<file path="config.mk">
export PLATFORM = sky130hd
export DESIGN_NAME = mem_arbiter
export DESIGN_NICKNAME = d
export VERILOG_FILES = /design/src/rtl/mem_arbiter_pkg.sv /design/src/rtl/mem_arbiter_watchdog.sv /design/src/rtl/mem_arbiter.sv
export SDC_FILE = /design/constraint.sdc
export NUM_CORES = 1
export LEC_CHECK = 0
export ABC_AREA = 1
export CAP_MARGIN = 20
export CORE_AREA = 10 10 102 140
export CTS_CLUSTER_SIZE = 30
export DETAILED_ROUTE_END_ITERATION = 8
export DIE_AREA = 0 0 112 150
export GPL_TIMING_DRIVEN = 0
export HOLD_SLACK_MARGIN = 0.08
export MAX_ROUTING_LAYER = met4
export PLACE_DENSITY = 0.79
export SYNTH_ARGS = -nofsm -noshare
export SYNTH_HDL_FRONTEND = slang
export SYNTH_HIERARCHICAL = 1
export SYNTH_SLANG_ARGS = --single-unit
export TNS_END_PERCENT = 5
</file>
<file path="constraint.sdc">
create_clock -name CLK -period 2.3 [get_ports CLK]
set_clock_uncertainty 0.1 [all_clocks]
set_input_delay 0.46 -clock CLK [delete_from_list [all_inputs] [get_ports CLK]]
set_output_delay 0.46 -clock CLK [all_outputs]
set_load 0.1 [all_outputs]
</file>
<file path="src/rtl/mem_arbiter_pkg.sv">
// Shared types and widths for the RAM port arbiter.
//   arb_state_t : arbiter FSM encoding
//   word_t      : default-width data word
//   STREAK_W    : width of the consecutive data-grant counter
//   TIMER_W     : width of the access watchdog timer
package mem_arbiter_pkg;

  localparam int DEF_ADDR_W = 32;
  localparam int DEF_DATA_W = 32;
  localparam int STREAK_W   = 4;
  localparam int TIMER_W    = 8;

  typedef enum logic [1:0] {
    IDLE = 2'd0,
    IACC = 2'd1,
    DACC = 2'd2
  } arb_state_t;

  typedef logic [DEF_DATA_W-1:0] word_t;

endpackage

</file>
<file path="src/rtl/mem_arbiter_watchdog.sv">
// Access watchdog: counts stalled cycles of the current RAM access and
// flags expiry once the count reaches TIMEOUT.
//   CLK, RST : clock, synchronous active-high reset
//   clr      : hold the timer at zero (arbiter idle)
//   cnt      : advance the timer (access in progress, RAM not ready)
//   expire   : timer has reached TIMEOUT
module arb_watchdog
  import mem_arbiter_pkg::*;
#(
  parameter int TIMEOUT = 255
) (
  input  logic CLK,
  input  logic RST,
  input  logic clr,
  input  logic cnt,
  output logic expire
);

  logic [TIMER_W-1:0] timer;

  assign expire = (timer == TIMER_W'(TIMEOUT));

  // Stops at TIMEOUT; the arbiter leaves the access state that same cycle.
  always_ff @(posedge CLK) begin
    if (RST) begin
      timer <= '0;
    end else if (clr) begin
      timer <= '0;
    end else if (cnt && !expire) begin
      timer <= timer + TIMER_W'(1);
    end
  end

endmodule

</file>
<file path="src/rtl/mem_arbiter.sv">
// Shares one RAM port between the instruction-fetch and data sides.
// Data side wins arbitration unless it has taken MAX_DSTREAK grants in a
// row while a fetch was waiting. A watchdog aborts stuck accesses.
//   CLK, RST          : clock, synchronous active-high reset
//   iREN, iaddr       : fetch request / address (held until ihit)
//   ihit, iload       : fetch done pulse / fetched word
//   dREN, dWEN        : data read / write request (mutually exclusive)
//   daddr, dstore     : data address / write data
//   dhit, dload       : data done pulse / read word
//   berr              : accompanies a hit when the access timed out
//   ramREN, ramWEN    : RAM strobes
//   ramaddr, ramstore : RAM address / write data (latched)
//   ramload, ram_ready: RAM read data / access completes this cycle
//
// state | meaning
// IDLE  | arbitration; one bubble cycle between accesses
// IACC  | instruction read in progress on the RAM port
// DACC  | data read or write in progress on the RAM port
module mem_arbiter
  import mem_arbiter_pkg::*;
#(
  parameter int ADDR_W      = DEF_ADDR_W,
  parameter int DATA_W      = DEF_DATA_W,
  parameter int MAX_DSTREAK = 4,
  parameter int TIMEOUT     = 255
) (
  input  logic              CLK,
  input  logic              RST,
  input  logic              iREN,
  input  logic [ADDR_W-1:0] iaddr,
  output logic              ihit,
  output logic [DATA_W-1:0] iload,
  input  logic              dREN,
  input  logic              dWEN,
  input  logic [ADDR_W-1:0] daddr,
  input  logic [DATA_W-1:0] dstore,
  output logic              dhit,
  output logic [DATA_W-1:0] dload,
  output logic              berr,
  output logic              ramREN,
  output logic              ramWEN,
  output logic [ADDR_W-1:0] ramaddr,
  output logic [DATA_W-1:0] ramstore,
  input  logic [DATA_W-1:0] ramload,
  input  logic              ram_ready
);

  arb_state_t          state;
  logic [STREAK_W-1:0] streak;
  logic [ADDR_W-1:0]   addr_q;
  logic [DATA_W-1:0]   store_q;
  logic                ram_ren_q;
  logic                ram_wen_q;

  logic in_acc;
  logic expire;
  logic timed_out;
  logic done;
  logic dreq;
  logic dgrant;

  assign in_acc    = (state != IDLE);
  assign timed_out = in_acc && expire && !ram_ready;
  assign done      = in_acc && (ram_ready || expire);
  assign dreq      = dREN | dWEN;
  assign dgrant    = dreq && (!iREN || (streak < STREAK_W'(MAX_DSTREAK)));

  arb_watchdog #(
    .TIMEOUT (TIMEOUT)
  ) u_watchdog (
    .CLK    (CLK),
    .RST    (RST),
    .clr    (!in_acc),
    .cnt    (in_acc && !ram_ready),
    .expire (expire)
  );

  // Hits follow ram_ready combinationally so the winner sees its data in
  // the completing cycle; load data is forced to zero on an aborted access.
  assign ihit  = (state == IACC) && done;
  assign dhit  = (state == DACC) && done;
  assign berr  = timed_out;
  assign iload = (ihit && !timed_out) ? ramload : '0;
  assign dload = (dhit && !timed_out) ? ramload : '0;

  assign ramREN   = ram_ren_q;
  assign ramWEN   = ram_wen_q;
  assign ramaddr  = addr_q;
  assign ramstore = store_q;

  always_ff @(posedge CLK) begin
    if (RST) begin
      state     <= IDLE;
      streak    <= '0;
      addr_q    <= '0;
      store_q   <= '0;
      ram_ren_q <= 1'b0;
      ram_wen_q <= 1'b0;
    end else begin
      case (state)
        IDLE: begin
          if (dgrant) begin
            state     <= DACC;
            addr_q    <= daddr;
            store_q   <= dstore;
            ram_ren_q <= !dWEN;
            ram_wen_q <= dWEN;
            // Only consecutive grants that made a fetch wait count.
            if (!iREN) begin
              streak <= '0;
            end else if (streak != STREAK_W'(MAX_DSTREAK)) begin
              streak <= streak + STREAK_W'(1);
            end
          end else if (iREN) begin
            state     <= IACC;
            addr_q    <= iaddr;
            store_q   <= '0;
            ram_ren_q <= 1'b1;
            ram_wen_q <= 1'b0;
            streak    <= '0;
          end
        end
        IACC, DACC: begin
          if (done) begin
            state     <= IDLE;
            ram_ren_q <= 1'b0;
            ram_wen_q <= 1'b0;
          end
        end
        default: begin
          state     <= IDLE;
          ram_ren_q <= 1'b0;
          ram_wen_q <= 1'b0;
        end
      endcase
    end
  end

endmodule

</file>
==> metrics, run 1 <==
number of buffer and inverter instances along the worst setup path=3; clock-pin slew of the registers on the worst-case setup and hold paths=~0.060 ns; starting density of the core=0.362; relative max-transition margin=0.291; max_cap viols=0; Worst Max-Slew Pin Slew=1.07 ns; Horiz. Die Dim=around 110 µm; Post-Syn Nets=811; layout cell share with drive strength beyond 1=0.222; number of top-level design ports=around 270; total via count after detailed routing=5386; standard cell with the maximum stage delay on the critical path=dfxtp_4; asr flop ratio synth=0; global-route wire length before repair=30300 µm; Critical R2R Launch=state[0]$_SDFFE_PP0P_; cell type group with the largest total delay on the critical path=simple AND/OR/NAND/NOR gates; weighted congestion at the end of routability-driven global placement=about 0.84; critical path fanouts, max=8; cell area after placement=7630 µm²; sequential element share of the synthesized area=0.378; critical path launch point type=flop; drt drc=0; # placed instances=1084; area added between synthesis and finish=106%; Setup WS post-layout=-0.398 ns; Finished Core Util=0.746; CTS sink count=80; number of global-route vias before repair=around 5300; area of the multi-input gates=2600 µm²; routed wire length=around 20000 µm; placed wire-length estimate after detailed placement=14300 µm; Total Nets Final=between 1000 and 1500; Static Leak=around 4.0 nW; footprint of the flip-flops and latches=1610 µm²; kind of path behind the tightest hold check=flop to flop; violations in the final reports=negative setup slack; syn avg cell area=6.31 µm²; antenna violations before repair=0; Synth area leaders=dfxtp_1, nor2_1, nand2_1; H-Tree Level Count=3; clock root buffer=clkbuf_16; pin count of the biggest net entering global routing=14; aggregate global-route resource usage=0.231; share of the synthesized area in the top cell type=0.378; worst-path cell chain=ha_4 > nand2_4 > nor2_4 > nand2_4 > inv_4 > o21ai_4 > nor2_4 > nand2_8 > clkbuf_16 > nor2_4 > buf_12; core area=roughly 12000 µm²; required time of the worst setup path=1.74 ns; number of antenna repair diodes=0; arrival time at the worst endpoint=between 2 and 2.5 ns; antenna violation net count after detailed routing=0; maximum single-stage delay on the critical path=~0.37 ns; Vert. Die Dim=about 150 µm; wire length per cell=18.0 µm; Die ar.=around 17000 µm²; insertion delay of the later-clocked pin in the worst-skew pair=0.34 ns; total CTS buffers=9; number of synthesized flops with an enable pin=0; first-iteration detailed-routing DRC count=187; outcome=finished, violations left; flip-flop and latch count after synthesis=80; remaining global-route overflow=0; Critical path origin=u_watchdog/timer[0]$_SDFFE_PP0P_; dominant cell type by area after synthesis=dfxtp_1; maximum clock insertion buffer count=2; crit share post-route=1.17; fillers=approximately 870; main flop type after synthesis=dfxtp_1; Finish-stage setup viols=66; maximum operating frequency=0.371 GHz; post-route total power=6.26 mW; total count of hold-check failures in the final report=0; max-slew violations=0; count of synthesis-stage warnings from yosys=6; Critical Path Sink Type=output port; distinct cell type count of the synthesized netlist=23; RSZ-0062 raised after global routing=yes; number of optimization iterations in the first detailed-route pass=4; summed instance area of the synthesized netlist=4240 µm²; maximum VDD drop=0.592 mV; hold wc startpoint=ramstore[21]$_SDFFE_PP0P_; most frequent cell on the critical path=nor2_4; number of placement rows=47; final std cells w/o fill=1108; Non-Filler Cell Area, Final=roughly 8700 µm²; number of buffers added on ports=266; TritonCTS clock tree=done; post-synthesis cell count=roughly 670; type of the worst setup path=flop to output port; Via-to-Cell Ratio=4.86; post-placement worst setup slack=-1.17 ns; minimum clock period after layout=around 2.7 ns; cell area power density=717 nW/µm²
cells in the mapped netlist (6+ instances only):
library cell,n
a21oi_1,43
buf_2,24
buf_6,7
clkbuf_1,9
dfxtp_1,80
ha_1,6
inv_1,88
nand2_1,132
nand3_1,71
nand4_1,34
nor2_1,151
cell families after synthesis:
family | Yosys count | synth area share
fa+ha+maj | 6 | 0.0177
simple gates | 398 | 0.400
buf+inv | 136 | 0.142
flops | 80 | 0.378
compound gates | 51 | 0.0620
worst reg2reg max path: cells and delay by family, from the launching register on:
kind,cells,cell delay (ns)
adder cells (fa/ha/maj),1,0.20
buffers and inverters,4,0.47
flip-flops,1,0.34
AND/OR/NAND/NOR,7,0.64
per-stage QoR:
stage | hold slack (ns) | setup TNS, ns
floorplan | 0.332 | -39.40
global placement | 0.351 | -71.65
detailed placement | 0.355 | -72.08
CTS | 0.362 | -23.71
global route | 0.374 | -28.01
finish | 0.360 | -21.85
cells in the final DEF (no fill, tap or decap):
cell type	count
inv_1	86
buf_6	2
dfxtp_2	2
nor3_1	2
inv_4	2
nand3_1	71
ha_1	4
nor2_1	84
nor2_4	67
clkinv_2	2
o21ai_0	5
nand3b_1	1
inv_2	1
clkdlybuf4s50_1	133
nand4_1	34
dlygate4sd2_1	66
a21oi_2	1
dfxtp_1	76
nand2_1	129
nor2_2	2
dfxtp_4	2
o21ai_4	1
buf_16	1
buf_12	72
buf_4	8
nand2_2	3
ha_2	1
a21oi_1	43
nand2_4	3
o21ai_2	1
clkbuf_16	11
nand2_8	1
clkinvlp_4	2
buf_2	24
bufinv_16	2
clkbuf_1	9
ha_4	1
buf_1	5
nand3b_2	1
per-layer routing:
layer / share of wire / GRT usage / vias up
li1: - / - / 2668
met3: 0.076 / 0.0569 / 28
met5: 0 / - / -
met2: 0.51 / 0.397 / 225
met1: 0.39 / 0.260 / 2465
met4: 0.023 / 0.0681 / 0
sequential cells by signal, summed over array words and instances, names as in the netlist:
name,cells
ramaddr,32
ramstore,32
u_watchdog/timer,8
streak,4
state,2
ramREN,1
ramWEN,1
final cells by class:
type / count / share of cell area
timing repair buffer: 276 / 0.386
multi-input combinational: 455 / 0.298
sequential: 80 / 0.185
inverter: 89 / 0.0388
buffer: 46 / 0.0357
clock buffer: 9 / 0.0258
tap: 147 / 0.0211
clock inverter: 6 / 0.00975
final timing paths:
| check | end | slack (ns) | cells past startpoint |
|---|---|---|---|
| setup reg to reg | u_watchdog/timer[5]$_SDFFE_PP0P_ | 0.45 | 12 |
| hold / removal | ramstore[21]$_SDFFE_PP0P_ | 0.36 | 2 |
| setup / recovery | iload[6] | -0.40 | 11 |
| hold reg to reg | ramstore[21]$_SDFFE_PP0P_ | 0.36 | 2 |
where the power goes:
group / switching [mW] / internal, mW
Clock: 0.571 / 0.940
Combinational: 2.30 / 0.781
Sequential: 0.0906 / 1.58
repair_timing:
item,in CTS,in global routing
pin swaps,7,9
cloned,1,2
hold buffers,0,0
setup buffers,3,4
endpoints found under the setup margin,133,67
gates resized for setup,672,20
Power figures use the tool's default switching activity.
==> run 2, diff against run 1 <==
--- a/config.mk
+++ b/config.mk
@@ -7,10 +7,10 @@
 export LEC_CHECK = 0
 export ABC_AREA = 1
 export CAP_MARGIN = 20
-export CORE_AREA = 10 10 102 140
+export CORE_AREA = 3 3 95 133
 export CTS_CLUSTER_SIZE = 30
 export DETAILED_ROUTE_END_ITERATION = 8
-export DIE_AREA = 0 0 112 150
+export DIE_AREA = 0 0 98 136
 export GPL_TIMING_DRIVEN = 0
 export HOLD_SLACK_MARGIN = 0.08
 export MAX_ROUTING_LAYER = met4
==> constraint.sdc (replaced) <==
create_clock -name CLK -period 2.3 [get_ports CLK]
set_clock_uncertainty 0.1 [all_clocks]
set_input_delay 0.345 -clock CLK [delete_from_list [all_inputs] [get_ports CLK]]
set_output_delay 0.345 -clock CLK [all_outputs]
set_load 0.1 [all_outputs]
==> run 2 against run 1 <==
Compared with the run above: the run still ends with negative setup slack left; utilization increased by 3.4 points; first-iteration DRC count increased by 29%; hold slack improved by 0.0041 ns; non-clock buffer count increased by 14; die area decreased by 21%; setup slack improved by 0.045 ns; maximum frequency increased by 1.7%; cell count increased by 1.4%; critical path type is now flop to flop; highest routed layer unchanged.
==> metrics, run 2 (same netlist as run 1, synthesis figures left out) <==
core area=11500 µm² (-2.1%); outcome=finished, violations left; violations in the final reports=negative setup slack; Total Nets Final=1111 (+1.3%); type of the worst setup path=flop to flop; total count of hold-check failures in the final report=0 (unchanged); Critical Path Sink Type=flop; total CTS buffers=9 (unchanged); maximum VDD drop=0.624 mV (+5.3%); most frequent cell on the critical path=buf_4; Via-to-Cell Ratio=4.97 (+2.3%); area added between synthesis and finish=111%; RSZ-0062 raised after global routing=yes; antenna violation net count after detailed routing=0 (unchanged); footprint of the flip-flops and latches=1610 µm² (about the same); fillers=787 (-9.7%); post-route total power=6.43 mW (+2.7%); minimum clock period after layout=2.65 ns (-0.0450 ns); Setup WS post-layout=-0.353 ns (+0.0450 ns); post-placement worst setup slack=-0.939 ns (+0.231 ns); TritonCTS clock tree=done; H-Tree Level Count=3 (unchanged); critical path fanouts, max=2 (-6); kind of path behind the tightest hold check=flop to flop; required time of the worst setup path=2.47 ns (+0.73 ns); maximum operating frequency=0.377 GHz (+1.7%); number of buffer and inverter instances along the worst setup path=12 (+9); final std cells w/o fill=1124 (+1.4%); Hold Slack=0.364 ns (+0.00405 ns); insertion delay of the later-clocked pin in the worst-skew pair=0.33 ns (about the same); worst-path cell chain=ha_4 > nand2_2 > nor2_2 > nand2_2 > buf_4 > buf_4 > buf_4 > buf_4 > buf_4 > buf_4 > buf_4 > buf_4 > buf_4 > buf_4 > buf_4 > buf_4 > nand3_2 > nand2_1 > nor2_1; weighted congestion at the end of routability-driven global placement=0.826 (-1.2%); total via count after detailed routing=5590 (+3.8%); number of global-route vias before repair=5355 (+0.17%); cell area power density=719 nW/µm² (+0.32%); Die ar.=13300 µm² (-21%); starting density of the core=0.370 (+0.00787); aggregate global-route resource usage=0.280 (+0.0485); arrival time at the worst endpoint=2.82 ns (+0.68 ns); number of placement rows=46 (-2.1%); clock-pin slew of the registers on the worst-case setup and hold paths=0.07 ns (about the same); standard cell with the maximum stage delay on the critical path=dfxtp_2; cell type group with the largest total delay on the critical path=buffers and inverters; clock root buffer=clkbuf_16; antenna violations before repair=4 (+4); maximum clock insertion buffer count=2 (unchanged); most common cell after layout, fill and taps aside=clkdlybuf4s50_1; pin count of the biggest net entering global routing=15 (+1); wire length per cell=17.2 µm (-4.3%); Setup TNS Final=-17.59 ns (+4.26 ns); placed wire-length estimate after detailed placement=13200 µm (-7.6%); Worst Max-Slew Pin Slew=1.06 ns (-0.00965 ns); Static Leak=4.05 nW (+0.34%); CTS sink count=80 (unchanged); Vert. Die Dim=136 µm (-9.3%); area of the multi-input gates=2590 µm² (-0.39%); max_cap viols=0 (unchanged); # placed instances=1081 (-0.28%); commonest cells after routing, fill and taps aside=clkdlybuf4s50_1, nand2_1, inv_1; critical path launch point type=flop; crit share post-route=1.15 (-0.0196); Horiz. Die Dim=98 µm (-13%); number of top-level design ports=267 (unchanged); number of buffers added on ports=266 (unchanged); routed wire length=19300 µm (-2.9%); global-route wire length before repair=28600 µm (-5.5%); number of optimization iterations in the first detailed-route pass=5 (+1); max-slew violations=0 (unchanged); remaining global-route overflow=0 (unchanged); maximum single-stage delay on the critical path=0.35 ns (-0.02 ns); Finish-stage setup viols=67 (+1.5%); drt drc=0 (unchanged); first-iteration detailed-routing DRC count=242 (+29%); relative max-transition margin=0.297 (+0.00641); layout cell share with drive strength beyond 1=0.238 (+0.0161)
==> run 2: changes by cell type in the layout (fill, tap and decap cells not counted), sizes merged <==
cell           change
buf               +14
clkdlybuf4s50     +50
clkinv             +1
clkinvlp           -1
diode              +4
dlygate4sd2       -63
dlymetal6s2s      +13
inv                +1
==> run 2: cell type report <==
cell class	count	share of cell area
Tap cell	144	0.0202
Inverter	89	0.0377
Multi-Input combinational cell	455	0.290
Timing Repair Buffer	289	0.399
Clock buffer	9	0.0252
Clock inverter	7	0.0106
Buffer	47	0.0361
Sequential cell	80	0.181
Antenna cell	4	0.00112
==> run 2: layer usage <==
layer	global-route usage	vias up	routed length, µm
met1	0.310	2549	7180
met2	0.487	277	10100
met5	-	-	0
met4	0.107	0	654
li1	-	2706	-
met3	0.0642	58	1450
==> run 2: final timing paths <==
| kind | start | endpoint | slack [ns] | cells after the start |
|---|---|---|---|---|
| min reg2reg | streak[3]$_SDFFE_PP0P_ | streak[3]$_SDFFE_PP0P_ | 0.36 | 2 |
| max | u_watchdog/timer[1]$_SDFFE_PP0P_ | u_watchdog/timer[5]$_SDFFE_PP0P_ | -0.35 | 19 |
| min | streak[3]$_SDFFE_PP0P_ | streak[3]$_SDFFE_PP0P_ | 0.36 | 2 |
| max reg2reg | u_watchdog/timer[1]$_SDFFE_PP0P_ | u_watchdog/timer[5]$_SDFFE_PP0P_ | -0.35 | 19 |
==> run 2: metrics by stage <==
stage	utilization	cell area (µm²)
floorplan	-	4790
global placement	0.666	7630
detailed placement	0.666	7630
CTS	0.771	8830
global route	0.780	8930
finish	0.780	8930
==> run 2: power by group <==
part | leakage, nW | switching [mW] | internal (mW) | total (mW)
registers | 0.664 | 0.0983 | 1.58 | 1.68
clock network | 0.156 | 0.587 | 0.952 | 1.54
logic | 3.23 | 2.31 | 0.902 | 3.21
==> run 2: what timing repair did <==
action	4_1_cts	5_1_grt
pin swaps	4	2
endpoints found under the setup margin	70	81
hold endpoints to repair	0	0
resized for setup	610	25
hold buffers	0	0
setup buffers	20	0
cloned	2	1
==> run 2: worst reg2reg max path: cells and delay by family, from the launching register on <==
kind / cells / cell delay (ns)
simple gates: 6 / 0.48
fa+ha+maj: 1 / 0.14
flops: 1 / 0.35
buf+inv: 12 / 1.52
==> run 3, diff against run 2 <==
--- a/config.mk
+++ b/config.mk
@@ -7,10 +7,10 @@
 export LEC_CHECK = 0
 export ABC_AREA = 1
 export CAP_MARGIN = 20
-export CORE_AREA = 3 3 95 133
+export CORE_AREA = 4 4 96 134
 export CTS_CLUSTER_SIZE = 30
 export DETAILED_ROUTE_END_ITERATION = 8
-export DIE_AREA = 0 0 98 136
+export DIE_AREA = 0 0 100 138
 export GPL_TIMING_DRIVEN = 0
 export HOLD_SLACK_MARGIN = 0.08
 export MAX_ROUTING_LAYER = met4
==> run 3 against run 2 <==
Compared with the run above: the flow still finishes with violations (negative setup slack); hold slack got worse by 0.0027 ns; sequential share of layout area increased by 0.42 points; first-iteration DRC count decreased by 21%; sequential power about the same; count of clock-buffer cells in the layout increased by 3; die area increased by 3.5%; final area decreased by 2.5%; clock power about the same; setup slack improved by 0.12 ns; wire length decreased by 5.2%; largest power group unchanged.
==> metrics, run 3 (same netlist as run 1, synthesis figures left out) <==
maximum operating frequency=0.394 GHz (+4.6%); max-slew violations=0 (unchanged); endpoint of the worst register-to-register path=u_watchdog/timer[5]$_SDFFE_PP0P_; Non-Filler Cell Area, Final=8710 µm² (-2.5%); Setup TNS Final=-10.38 ns (+7.21 ns); total via count after detailed routing=5423 (-3.0%); most used routing layer in global routing=met2; maximum clock insertion buffer count=2 (unchanged); TritonCTS clock tree=done; Horiz. Die Dim=100 µm (+2.0%); pin count of the biggest net entering global routing=13 (-2); Via-to-Cell Ratio=4.86 (-2.3%); type of the worst setup path=flop to output port; outcome=finished, violations left; final std cells w/o fill=1116 (-0.71%); area added between synthesis and finish=106%; worst-path cell chain=ha_4 > nand2_2 > nor2_2 > nand2_2 > inv_4 > o21ai_4 > nor2_4 > nand2_8 > buf_12 > nor2_4 > buf_12; met3 Use GR=0.0645 (+0.000348); Die ar.=13800 µm² (+3.5%); placed wire-length estimate after detailed placement=12900 µm (-2.3%); Static Leak=3.78 nW (-6.6%); global-route wire length before repair=27300 µm (-4.6%); Vert. Die Dim=138 µm (+1.5%); setup slack on the worst flop-to-flop path=0.46 ns (+0.81 ns); starting density of the core=0.362 (-0.00787); kind of path behind the tightest hold check=flop to flop; number of placement rows=47 (+2.2%); Critical Path Sink Type=output port; antenna violation net count after detailed routing=0 (unchanged); clock root buffer=clkbuf_16; Hold Crit Endpoint=ramstore[25]$_SDFFE_PP0P_; RSZ-0062 raised after global routing=yes; required time of the worst setup path=1.86 ns (-0.61 ns); layout cell share with drive strength beyond 1=0.226 (-0.0118); minimum clock period after layout=2.54 ns (-0.117 ns); standard cell with the maximum stage delay on the critical path=dfxtp_4; remaining global-route overflow=0 (unchanged); number of buffer and inverter instances along the worst setup path=3 (-9); CTS sink count=80 (unchanged); Critical R2R Launch=state[0]$_SDFFE_PP0P_; total CTS buffers=9 (unchanged); routed wire length=18300 µm (-5.2%); max_cap viols=0 (unchanged); aggregate global-route resource usage=0.256 (-0.0235); most common cell after layout, fill and taps aside=clkdlybuf4s50_1; antenna violations before repair=4 (unchanged); arrival time at the worst endpoint=2.09 ns (-0.73 ns); number of top-level design ports=267 (unchanged); number of global-route vias before repair=5240 (-2.1%); cell type group with the largest total delay on the critical path=simple AND/OR/NAND/NOR gates; first-iteration detailed-routing DRC count=192 (-21%); relative max-transition margin=0.314 (+0.0168); Total Nets Final=1101 (-0.90%); Finish-stage setup viols=62 (-7.5%); commonest cells after routing, fill and taps aside=clkdlybuf4s50_1, nand2_1, inv_1, nor2_1, dfxtp_1; number of buffers added on ports=266 (unchanged); maximum VDD drop=0.593 mV (-4.9%); # placed instances=1084 (+0.28%); cell area after placement=7630 µm² (about the same); weighted congestion at the end of routability-driven global placement=0.868 (+5.1%); core area=11700 µm² (+2.2%); critical path fanouts, max=7 (+5); depth of the worst hold-timing path=2 (unchanged); total count of hold-check failures in the final report=0 (unchanged); met2 Resource Use GR=0.461 (-0.0260); GR met1 Demand/Resource=0.264 (-0.0465); Setup WS post-layout=-0.236 ns (+0.117 ns); drt drc=0 (unchanged); maximum single-stage delay on the critical path=0.36 ns (about the same); wire length per cell=16.4 µm (-4.5%); crit share post-route=1.10 (-0.0509); insertion delay of the later-clocked pin in the worst-skew pair=0.33 ns (about the same); critical path launch point type=flop; hold wc startpoint=ramstore[25]$_SDFFE_PP0P_; cell area power density=738 nW/µm² (+2.5%); number of optimization iterations in the first detailed-route pass=4 (-1); number of cells traversed by the worst register-to-register path=12 (-7); clock-pin slew of the registers on the worst-case setup and hold paths=0.06 ns (about the same); Worst Max-Slew Pin Slew=1.03 ns (-0.0326 ns); H-Tree Level Count=3 (unchanged); violations in the final reports=negative setup slack
-- run 3: metal layers --
metal	part of all wire	routed length, µm
met3	0.077	1410
met1	0.37	6710
met5	0	0
met2	0.53	9720
met4	0.027	501
-- run 3: worst reg2reg max path: cells and delay by family (launching register included) --
kind | cells | cell delay, ns
simple gates | 7 | 0.65
buf+inv | 4 | 0.47
flops | 1 | 0.35
fa+ha+maj | 1 | 0.17
-- run 3: power by group --
| group | total, mW | switching (mW) | internal (mW) | leakage [nW] |
|---|---|---|---|---|
| clock network | 1.55 | 0.547 | 1.00 | 0.159 |
| logic | 3.19 | 2.29 | 0.898 | 2.96 |
| registers | 1.68 | 0.101 | 1.58 | 0.662 |
-- run 3: worst max-delay path by stage --
stage	depth (start not counted)	slack (ns)	start	endpoint
2_1_floorplan	11	-0.52	u_watchdog/timer[1]$_SDFFE_PP0P_	dload[10]
4_1_cts	12	-0.27	u_watchdog/timer[0]$_SDFFE_PP0P_	iload[10]
6_report	11	-0.24	u_watchdog/timer[0]$_SDFFE_PP0P_	iload[14]
5_1_grt	11	-0.30	u_watchdog/timer[0]$_SDFFE_PP0P_	iload[14]
3_5_place_dp	7	-0.93	ram_ready	iload[6]
3_3_place_gp	7	-0.92	ram_ready	iload[6]
-- run 3: through the flow --
| stage | power (mW) | worst slack [ns] | utilization | hold slack (ns) |
|---|---|---|---|---|
| floorplan | 3.95 | -0.519 | - | 0.332 |
| global placement | 4.78 | -0.919 | 0.652 | 0.351 |
| detailed placement | 4.80 | -0.928 | 0.652 | 0.355 |
| CTS | 6.42 | -0.270 | 0.735 | 0.363 |
| global route | 6.69 | -0.304 | 0.744 | 0.378 |
| finish | 6.42 | -0.236 | 0.744 | 0.361 |
-- run 3: layout make-up --
type                            count  area (µm²)
Clock inverter                      3        65.1
Fill cell                         861        3000
Buffer                             46         312
Inverter                           89         339
Antenna cell                        4        10.0
Multi-Input combinational cell    455        2600
Tap cell                          147         184
Sequential cell                    80        1610
Clock buffer                       12         256
Timing Repair Buffer              280        3330
-- run 3: what timing repair did --
action,4_1_cts,5_1_grt
gates cloned,1,1
setup endpoints to repair,69,90
hold buffers,0,0
pin swaps,8,4
gates resized for setup,586,13
setup buffers,7,5
